### config.mk
export PLATFORM = sky130hd
export DESIGN_NAME = comp_req_engine_flat
export DESIGN_NICKNAME = d
export VERILOG_FILES = /design/src/rtl/comp_req_engine_if.sv /design/src/rtl/comp_req_engine.sv /design/src/flat_wrapper.sv
export SDC_FILE = /design/constraint.sdc
export NUM_CORES = 1
export LEC_CHECK = 0
export CORE_ASPECT_RATIO = 1.2
export CORE_MARGIN = 1
export CORE_UTILIZATION = 36
export CTS_CLUSTER_DIAMETER = 30
export DETAILED_ROUTE_END_ITERATION = 7
export PLACE_DENSITY = 0.81
export REMOVE_ABC_BUFFERS = 1
export SKIP_CTS_REPAIR_TIMING = 1
export SLEW_MARGIN = 20
export SYNTH_ARGS = -nofsm -noshare
export SYNTH_HDL_FRONTEND = slang
export SYNTH_SLANG_ARGS = --single-unit
### constraint.sdc
create_clock -name clk -period 1.95 [get_ports clk]
set_input_delay 0.195 -clock clk [delete_from_list [all_inputs] [get_ports clk]]
set_output_delay 0.195 -clock clk [all_outputs]
set_load 0.02 [all_outputs]
### src/rtl/comp_req_engine_if.sv
// Request, comparator and response signals shared by comp_req_engine and its neighbours.
// Latency: none; this file only groups wires.
// Backpressure: valid/ready on the request and response channels. The comparator side has no handshake.
`timescale 1ns/1ps
interface comp_req_engine_if #(
    parameter int WIDTH = 8
);
    logic             req_valid;
    logic             req_ready;
    logic [WIDTH-1:0] req_a;
    logic [WIDTH-1:0] req_b;
    logic [WIDTH-1:0] cmp_a;
    logic [WIDTH-1:0] cmp_b;
    logic             cmp_y1;
    logic             cmp_y2;
    logic             cmp_y3;
    logic             rsp_valid;
    logic             rsp_ready;
    logic [1:0]       rsp_code;
    logic             rsp_err;

    // Engine side: takes requests, drives the comparator, produces responses.
    modport master (
        input  req_valid, req_a, req_b, cmp_y1, cmp_y2, cmp_y3, rsp_ready,
        output req_ready, cmp_a, cmp_b, rsp_valid, rsp_code, rsp_err
    );

    // Environment side: the request source, the comparator and the response sink.
    modport slave (
        output req_valid, req_a, req_b, cmp_y1, cmp_y2, cmp_y3, rsp_ready,
        input  req_ready, cmp_a, cmp_b, rsp_valid, rsp_code, rsp_err
    );
endinterface

### src/rtl/comp_req_engine.sv
// Drives operand pairs into an external comparator, samples its one-hot flags and checks them against an internal compare.
// Latency: the flags are sampled SETTLE_CYC edges after the request is accepted, and rsp_valid rises at that same edge.
// Backpressure: req_ready is high only in IDLE. Under rsp stall, rsp_* and cmp_* hold. Counters exist only with COMP_REQ_STATS_EN.
`timescale 1ns/1ps
module comp_req_engine #(
    parameter int WIDTH      = 8,
    parameter int SETTLE_CYC = 1,
    parameter int CNT_W      = 16
) (
    input  logic                clk,
    input  logic                rst_n,
    comp_req_engine_if.master   bus,
    input  logic                stats_clr,
    output logic [CNT_W-1:0]    cnt_lt,
    output logic [CNT_W-1:0]    cnt_eq,
    output logic [CNT_W-1:0]    cnt_gt,
    output logic [CNT_W-1:0]    cnt_err
);
    typedef enum logic [1:0] {IDLE = 2'd0, SETTLE = 2'd1, RESP = 2'd2} state_t;

    localparam int SW = (SETTLE_CYC > 1) ? $clog2(SETTLE_CYC) : 1;
    localparam logic [SW-1:0] SETTLE_LOAD = SW'(SETTLE_CYC - 1);

    state_t           state_q, state_d;
    logic             req_ready_q, req_ready_d;
    logic [WIDTH-1:0] a_q, a_d, b_q, b_d;
    logic [SW-1:0]    settle_q, settle_d;
    logic [1:0]       code_q, code_d;
    logic             err_q, err_d;
    logic             vld_q, vld_d;
    logic [1:0]       flag_code;
    logic [1:0]       ref_code;

    // Decode the comparator flags and compute the expected code from the held operands.
    always_comb begin
        flag_code = 2'b00;
        case ({bus.cmp_y1, bus.cmp_y2, bus.cmp_y3})
            3'b100:  flag_code = 2'b01;
            3'b010:  flag_code = 2'b10;
            3'b001:  flag_code = 2'b11;
            default: flag_code = 2'b00;
        endcase
        if (a_q < b_q)       ref_code = 2'b01;
        else if (a_q == b_q) ref_code = 2'b10;
        else                 ref_code = 2'b11;
    end

    // Next-state logic: accept the request, count out the settle time, sample, then hold the response.
    always_comb begin
        state_d     = state_q;
        req_ready_d = req_ready_q;
        a_d         = a_q;
        b_d         = b_q;
        settle_d    = settle_q;
        code_d      = code_q;
        err_d       = err_q;
        vld_d       = vld_q;
        case (state_q)
            IDLE: begin
                if (bus.req_valid && req_ready_q) begin
                    a_d         = bus.req_a;
                    b_d         = bus.req_b;
                    settle_d    = SETTLE_LOAD;
                    state_d     = SETTLE;
                    req_ready_d = 1'b0;
                end
            end
            SETTLE: begin
                if (settle_q != '0) begin
                    settle_d = settle_q - SW'(1);
                end else begin
                    code_d  = flag_code;
                    err_d   = (flag_code == 2'b00) || (flag_code != ref_code);
                    vld_d   = 1'b1;
                    state_d = RESP;
                end
            end
            RESP: begin
                if (bus.rsp_ready) begin
                    vld_d       = 1'b0;
                    state_d     = IDLE;
                    req_ready_d = 1'b1;
                end
            end
            default: begin
                state_d     = IDLE;
                req_ready_d = 1'b1;
                vld_d       = 1'b0;
            end
        endcase
    end

    // State and output registers. Reset wins over any handshake in the same cycle.
    always_ff @(posedge clk) begin
        if (!rst_n) begin
            state_q     <= IDLE;
            req_ready_q <= 1'b1;
            a_q         <= '0;
            b_q         <= '0;
            settle_q    <= '0;
            code_q      <= 2'b00;
            err_q       <= 1'b0;
            vld_q       <= 1'b0;
        end else begin
            state_q     <= state_d;
            req_ready_q <= req_ready_d;
            a_q         <= a_d;
            b_q         <= b_d;
            settle_q    <= settle_d;
            code_q      <= code_d;
            err_q       <= err_d;
            vld_q       <= vld_d;
        end
    end

    assign bus.req_ready = req_ready_q;
    assign bus.cmp_a     = a_q;
    assign bus.cmp_b     = b_q;
    assign bus.rsp_valid = vld_q;
    assign bus.rsp_code  = code_q;
    assign bus.rsp_err   = err_q;

`ifdef COMP_REQ_STATS_EN
    logic             rsp_hs;
    logic [CNT_W-1:0] lt_q, lt_d, eq_q, eq_d, gt_q, gt_d, er_q, er_d;

    assign rsp_hs = vld_q && bus.rsp_ready;

    // Saturating counters, updated at each response handshake. A clear overrides a same-cycle increment.
    always_comb begin
        lt_d = lt_q;
        eq_d = eq_q;
        gt_d = gt_q;
        er_d = er_q;
        if (stats_clr) begin
            lt_d = '0;
            eq_d = '0;
            gt_d = '0;
            er_d = '0;
        end else if (rsp_hs) begin
            if (err_q) begin
                if (er_q != '1) er_d = er_q + CNT_W'(1);
            end else begin
                case (code_q)
                    2'b01:   if (lt_q != '1) lt_d = lt_q + CNT_W'(1);
                    2'b10:   if (eq_q != '1) eq_d = eq_q + CNT_W'(1);
                    2'b11:   if (gt_q != '1) gt_d = gt_q + CNT_W'(1);
                    default: ;
                endcase
            end
        end
    end

    // Counter registers.
    always_ff @(posedge clk) begin
        if (!rst_n) begin
            lt_q <= '0;
            eq_q <= '0;
            gt_q <= '0;
            er_q <= '0;
        end else begin
            lt_q <= lt_d;
            eq_q <= eq_d;
            gt_q <= gt_d;
            er_q <= er_d;
        end
    end

    assign cnt_lt  = lt_q;
    assign cnt_eq  = eq_q;
    assign cnt_gt  = gt_q;
    assign cnt_err = er_q;
`else
    logic unused_stats_clr;
    assign unused_stats_clr = stats_clr;
    assign cnt_lt  = '0;
    assign cnt_eq  = '0;
    assign cnt_gt  = '0;
    assign cnt_err = '0;
`endif
endmodule

### src/flat_wrapper.sv
// flat-port wrapper written by rule: the top's interface ports become plain ports
module comp_req_engine_flat 
#(
    parameter int WIDTH      = 8,
    parameter int SETTLE_CYC = 1,
    parameter int CNT_W      = 16
)
  (clk, rst_n, stats_clr, cnt_lt, cnt_eq, cnt_gt, cnt_err, bus_req_valid, bus_req_a, bus_req_b, bus_cmp_y1, bus_cmp_y2, bus_cmp_y3, bus_rsp_ready, bus_req_ready, bus_cmp_a, bus_cmp_b, bus_rsp_valid, bus_rsp_code, bus_rsp_err);
  comp_req_engine_if #(.WIDTH(WIDTH)) bus_i ();
  input  logic clk;
  input  logic rst_n;
  input  logic stats_clr;
  output logic [CNT_W-1:0] cnt_lt;
  output logic [CNT_W-1:0] cnt_eq;
  output logic [CNT_W-1:0] cnt_gt;
  output logic [CNT_W-1:0] cnt_err;
  input wire logic [$bits(bus_i.req_valid)-1:0] bus_req_valid;
  input wire logic [$bits(bus_i.req_a)-1:0] bus_req_a;
  input wire logic [$bits(bus_i.req_b)-1:0] bus_req_b;
  input wire logic [$bits(bus_i.cmp_y1)-1:0] bus_cmp_y1;
  input wire logic [$bits(bus_i.cmp_y2)-1:0] bus_cmp_y2;
  input wire logic [$bits(bus_i.cmp_y3)-1:0] bus_cmp_y3;
  input wire logic [$bits(bus_i.rsp_ready)-1:0] bus_rsp_ready;
  output wire logic [$bits(bus_i.req_ready)-1:0] bus_req_ready;
  output wire logic [$bits(bus_i.cmp_a)-1:0] bus_cmp_a;
  output wire logic [$bits(bus_i.cmp_b)-1:0] bus_cmp_b;
  output wire logic [$bits(bus_i.rsp_valid)-1:0] bus_rsp_valid;
  output wire logic [$bits(bus_i.rsp_code)-1:0] bus_rsp_code;
  output wire logic [$bits(bus_i.rsp_err)-1:0] bus_rsp_err;
  assign bus_i.req_valid = bus_req_valid;
  assign bus_i.req_a = bus_req_a;
  assign bus_i.req_b = bus_req_b;
  assign bus_i.cmp_y1 = bus_cmp_y1;
  assign bus_i.cmp_y2 = bus_cmp_y2;
  assign bus_i.cmp_y3 = bus_cmp_y3;
  assign bus_i.rsp_ready = bus_rsp_ready;
  assign bus_req_ready = bus_i.req_ready;
  assign bus_cmp_a = bus_i.cmp_a;
  assign bus_cmp_b = bus_i.cmp_b;
  assign bus_rsp_valid = bus_i.rsp_valid;
  assign bus_rsp_code = bus_i.rsp_code;
  assign bus_rsp_err = bus_i.rsp_err;
  comp_req_engine #(.WIDTH(WIDTH), .SETTLE_CYC(SETTLE_CYC), .CNT_W(CNT_W)) u_core (.clk(clk), .rst_n(rst_n), .bus(bus_i), .stats_clr(stats_clr), .cnt_lt(cnt_lt), .cnt_eq(cnt_eq), .cnt_gt(cnt_gt), .cnt_err(cnt_err));
endmodule
==> summary.md <==
| Metric | Value |
|---|---|
| Core Region | around 0.0043 sq mm |
| Unique masters post-synth | 31 |
| Count of max-cap constraint violations | 0 |
| PnR Total Power | ~1.2 mW |
| Post-synthesis area per instance | slightly above 8 sq um |
| Highest-count cells in the layout ignoring fill and taps | conb_1, clkdlybuf4s50_1, nand2_1 |
| Skew-Pair Late Insertion Delay | about 250 ps |
| Routability Congestion | 0.664 |
| Worst ir drop on vdd | roughly 0.00036 V |
| Area added between synthesis and finish | 18.1% |
| Crit path launch | u_core.bus.cmp_b[1] |
| Antenna violations before repair | 0 |
| Router iterations before antenna repair | 4 |
| Fin crit share | a little over four fifths |
| Global-route wire length before repair | roughly 4.3 mm |
| Largest net degree at the start of global routing | 18 |
| Destination of the worst register-to-register timing path | u_core.bus.rsp_err |
| Worst R2R Start | u_core.bus.cmp_b[1] |
| Cell area reported after detailed placement | ~0.0019 sq mm |
| Final Hold Vio Count | 0 |
| Num CTS Buffers | 3 |
| Via total after detailed routing | between 1000 and 1500 |
| Synthesis warning total | 0 |
| Register clock-pin slew on the reported worst setup and hold paths | about 80 ps |
| Post-detailed-route via-to-cell ratio | approximately 4.0 |
| Endpoint required time on the critical path | between 2000 and 2500 ps |
| Hold/Removal Path Class | flip-flop to flip-flop |
| Type of the worst setup path | flip-flop to flip-flop |
| R2r setup slk | ~310 ps |
| H-Tree Level Count | 1 |
| IO Count | ~110 |
| Final Routed Wirelength | roughly 2.7 mm |
| Post-DRT Antenna Nets | 0 |
| Total global-route track usage | between 10% and 20% |
| Detail-routed net length per standard cell | slightly above 9 um |
| Antenna diodes | 0 |
| Setup repair after global routing missed its margin | false |
| Signal arrival time at the worst endpoint | about 1800 ps |
| 1st-iter DRT viols | 21 |
| Number of remaining DRC errors | 0 |
| X dimension of the die | 63.1 um |
| Fmax achieved | ~0.61 GHz |
| Final Hold Slack | 467 ps |
| Die area | around 0.0048 sq mm |
| Worst Skew | ~1.2 ps |
| Initial cell density of the core | between 30% and 40% |
| Setup TNS | 0 ps |
| Longest Clk Path Bufs | 2 |
| Post-synth design cell area | approximately 0.0016 sq mm |
| Reg2reg path depth | 7 |
| Via count of the first global-routing pass | 962 |
| Number of sinks driven by the clock tree | 23 |
| Status | completed |
| Layout Utilization | approximately 44% |
| Startpoint Class | flip-flop |
| CTS root buffer | clkbuf_8 |
| Buffers on Ports | 43 |
| Flop and latch count out of synthesis | 23 |
| Sequential area share after synthesis | around 29% |
| Floorplan row count | 26 |
| Clock tree from TritonCTS | yes |
| Minimum period implied by the final worst setup slack | about 1600 ps |
| Capturing instance or port of the critical path | u_core.bus.rsp_err |
| Final Net Count | approximately 280 |
| Leak Pwr | 0.839 nW |
| Setup violations, final | 0 |
| Most frequent standard cell in the layout excluding fill and tap cells | conb_1 |
| Synthesized instance count | 200 |
| Detail Placement HPWL | roughly 2.2 mm |
| Maximum net fanout on the critical path | 3 |
| Overall overflow remaining after global route | 0 |
| Crit path capture type | flip-flop |
| Number of max-slew violations in the final report | 0 |
| Die extent in y | between 70 and 80 um |
| Finished Cell Area | 0.00191 sq mm |
| Power per Cell Area | about 650 mW/mm^2 |
| Fraction of final layout cells with drive strength greater than 1 | roughly 2.9% |
kinds of logic (layout without fill, tap and decap cells):
kind of cell / count (synthesis) / after routing / synth area share, %
compound gates: 34 / 34 / 14.7
fa+ha+maj: 8 / 8 / 6.20
buf+inv: 78 / 59 / 33.8
flops: 23 / 23 / 28.5
mux: 2 / 2 / 1.24
other cells: 1 / 64 / 0.232
simple gates: 54 / 54 / 15.3
stage by stage:
step | instances | worst slack [ps]
6_report | 300 | 306
5_1_grt | 300 | 208
4_1_cts | 300 | 310
3_5_place_dp | 296 | 338
3_3_place_gp | 296 | 377
2_1_floorplan | 194 | 284
layer usage:
| metal | track usage, % | vias up | part of all wire (%) |
|---|---|---|---|
| li1 | - | 605 | - |
| met5 | 0 | - | 0 |
| met2 | 20.7 | 71 | 50 |
| met1 | 13.9 | 518 | 42 |
| met4 | 4.65 | 0 | 0.81 |
| met3 | 2.10 | 2 | 7.1 |
synthesized netlist by cell type, drive strengths merged:
master   n  share of area (%)
and2     2               0.78
o21ai    3               0.93
o22ai    1               0.39
inv      9                2.1
a21boi  17                7.9
a31oi    1               0.39
nor2     3               0.70
dfxtp   23                 29
nand3b   1               0.47
o21bai   1               0.47
a21o     1               0.47
o211a    1               0.62
a21oi    7                2.4
ha       8                6.2
conb     1               0.23
clkbuf   2               0.47
nand2   35                8.1
buf     67                 31
o32a     1               0.62
and3b    1               0.54
mux2i    2                1.2
nand2b   4                1.6
and2b    1               0.47
o211ai   1               0.47
nand4    2               0.78
nor4     1               0.39
nor2b    4                1.6
cell type report:
cell class / instances / area, sq um
Clock buffer: 4 / 45.0
Fill cell: 439 / 2390
Inverter: 9 / 33.8
Multi-Input combinational cell: 162 / 845
Sequential cell: 23 / 460
Tap cell: 56 / 70.1
Timing Repair Buffer: 46 / 453
sequential cells by signal, indices dropped and copies added (netlist names):
signal and flops:
u_core.bus.cmp_a 8, u_core.state_q 2, u_core.bus.req_ready 1, u_core.bus.rsp_err 1
u_core.bus.rsp_code 2, u_core.bus.rsp_valid 1, u_core.bus.cmp_b 8
worst max-delay path, stage by stage (launching register included):
cell and delay (ps):
dfxtp_1 350, inv_1 50, ha_1 290, nor2b_1 130, o211ai_1 180, a21oi_2 90
o32a_1 330, a31oi_1 150
how the worst min path moves through the flow:
stage,start,endpoint,cells past startpoint
finish,u_core.bus.cmp_b[1],u_core.bus.cmp_b[1],2
CTS,u_core.bus.cmp_b[1],u_core.bus.cmp_b[1],2
detailed placement,u_core.bus.cmp_b[1],u_core.bus.cmp_b[1],2
global placement,u_core.bus.cmp_b[1],u_core.bus.cmp_b[1],2
floorplan,rst_n,u_core.bus.req_ready,1
global route,u_core.bus.cmp_b[1],u_core.bus.cmp_b[1],2
power breakdown:
group	switching (mW)	internal [mW]	total, mW	leakage, nW
clock network	0.138	0.145	0.284	0.0228
registers	0.0249	0.502	0.527	0.188
logic	0.264	0.161	0.424	0.628
total	0.427	0.808	1.23	0.839
No activity file was read; power rests on OpenSTA's default activity.
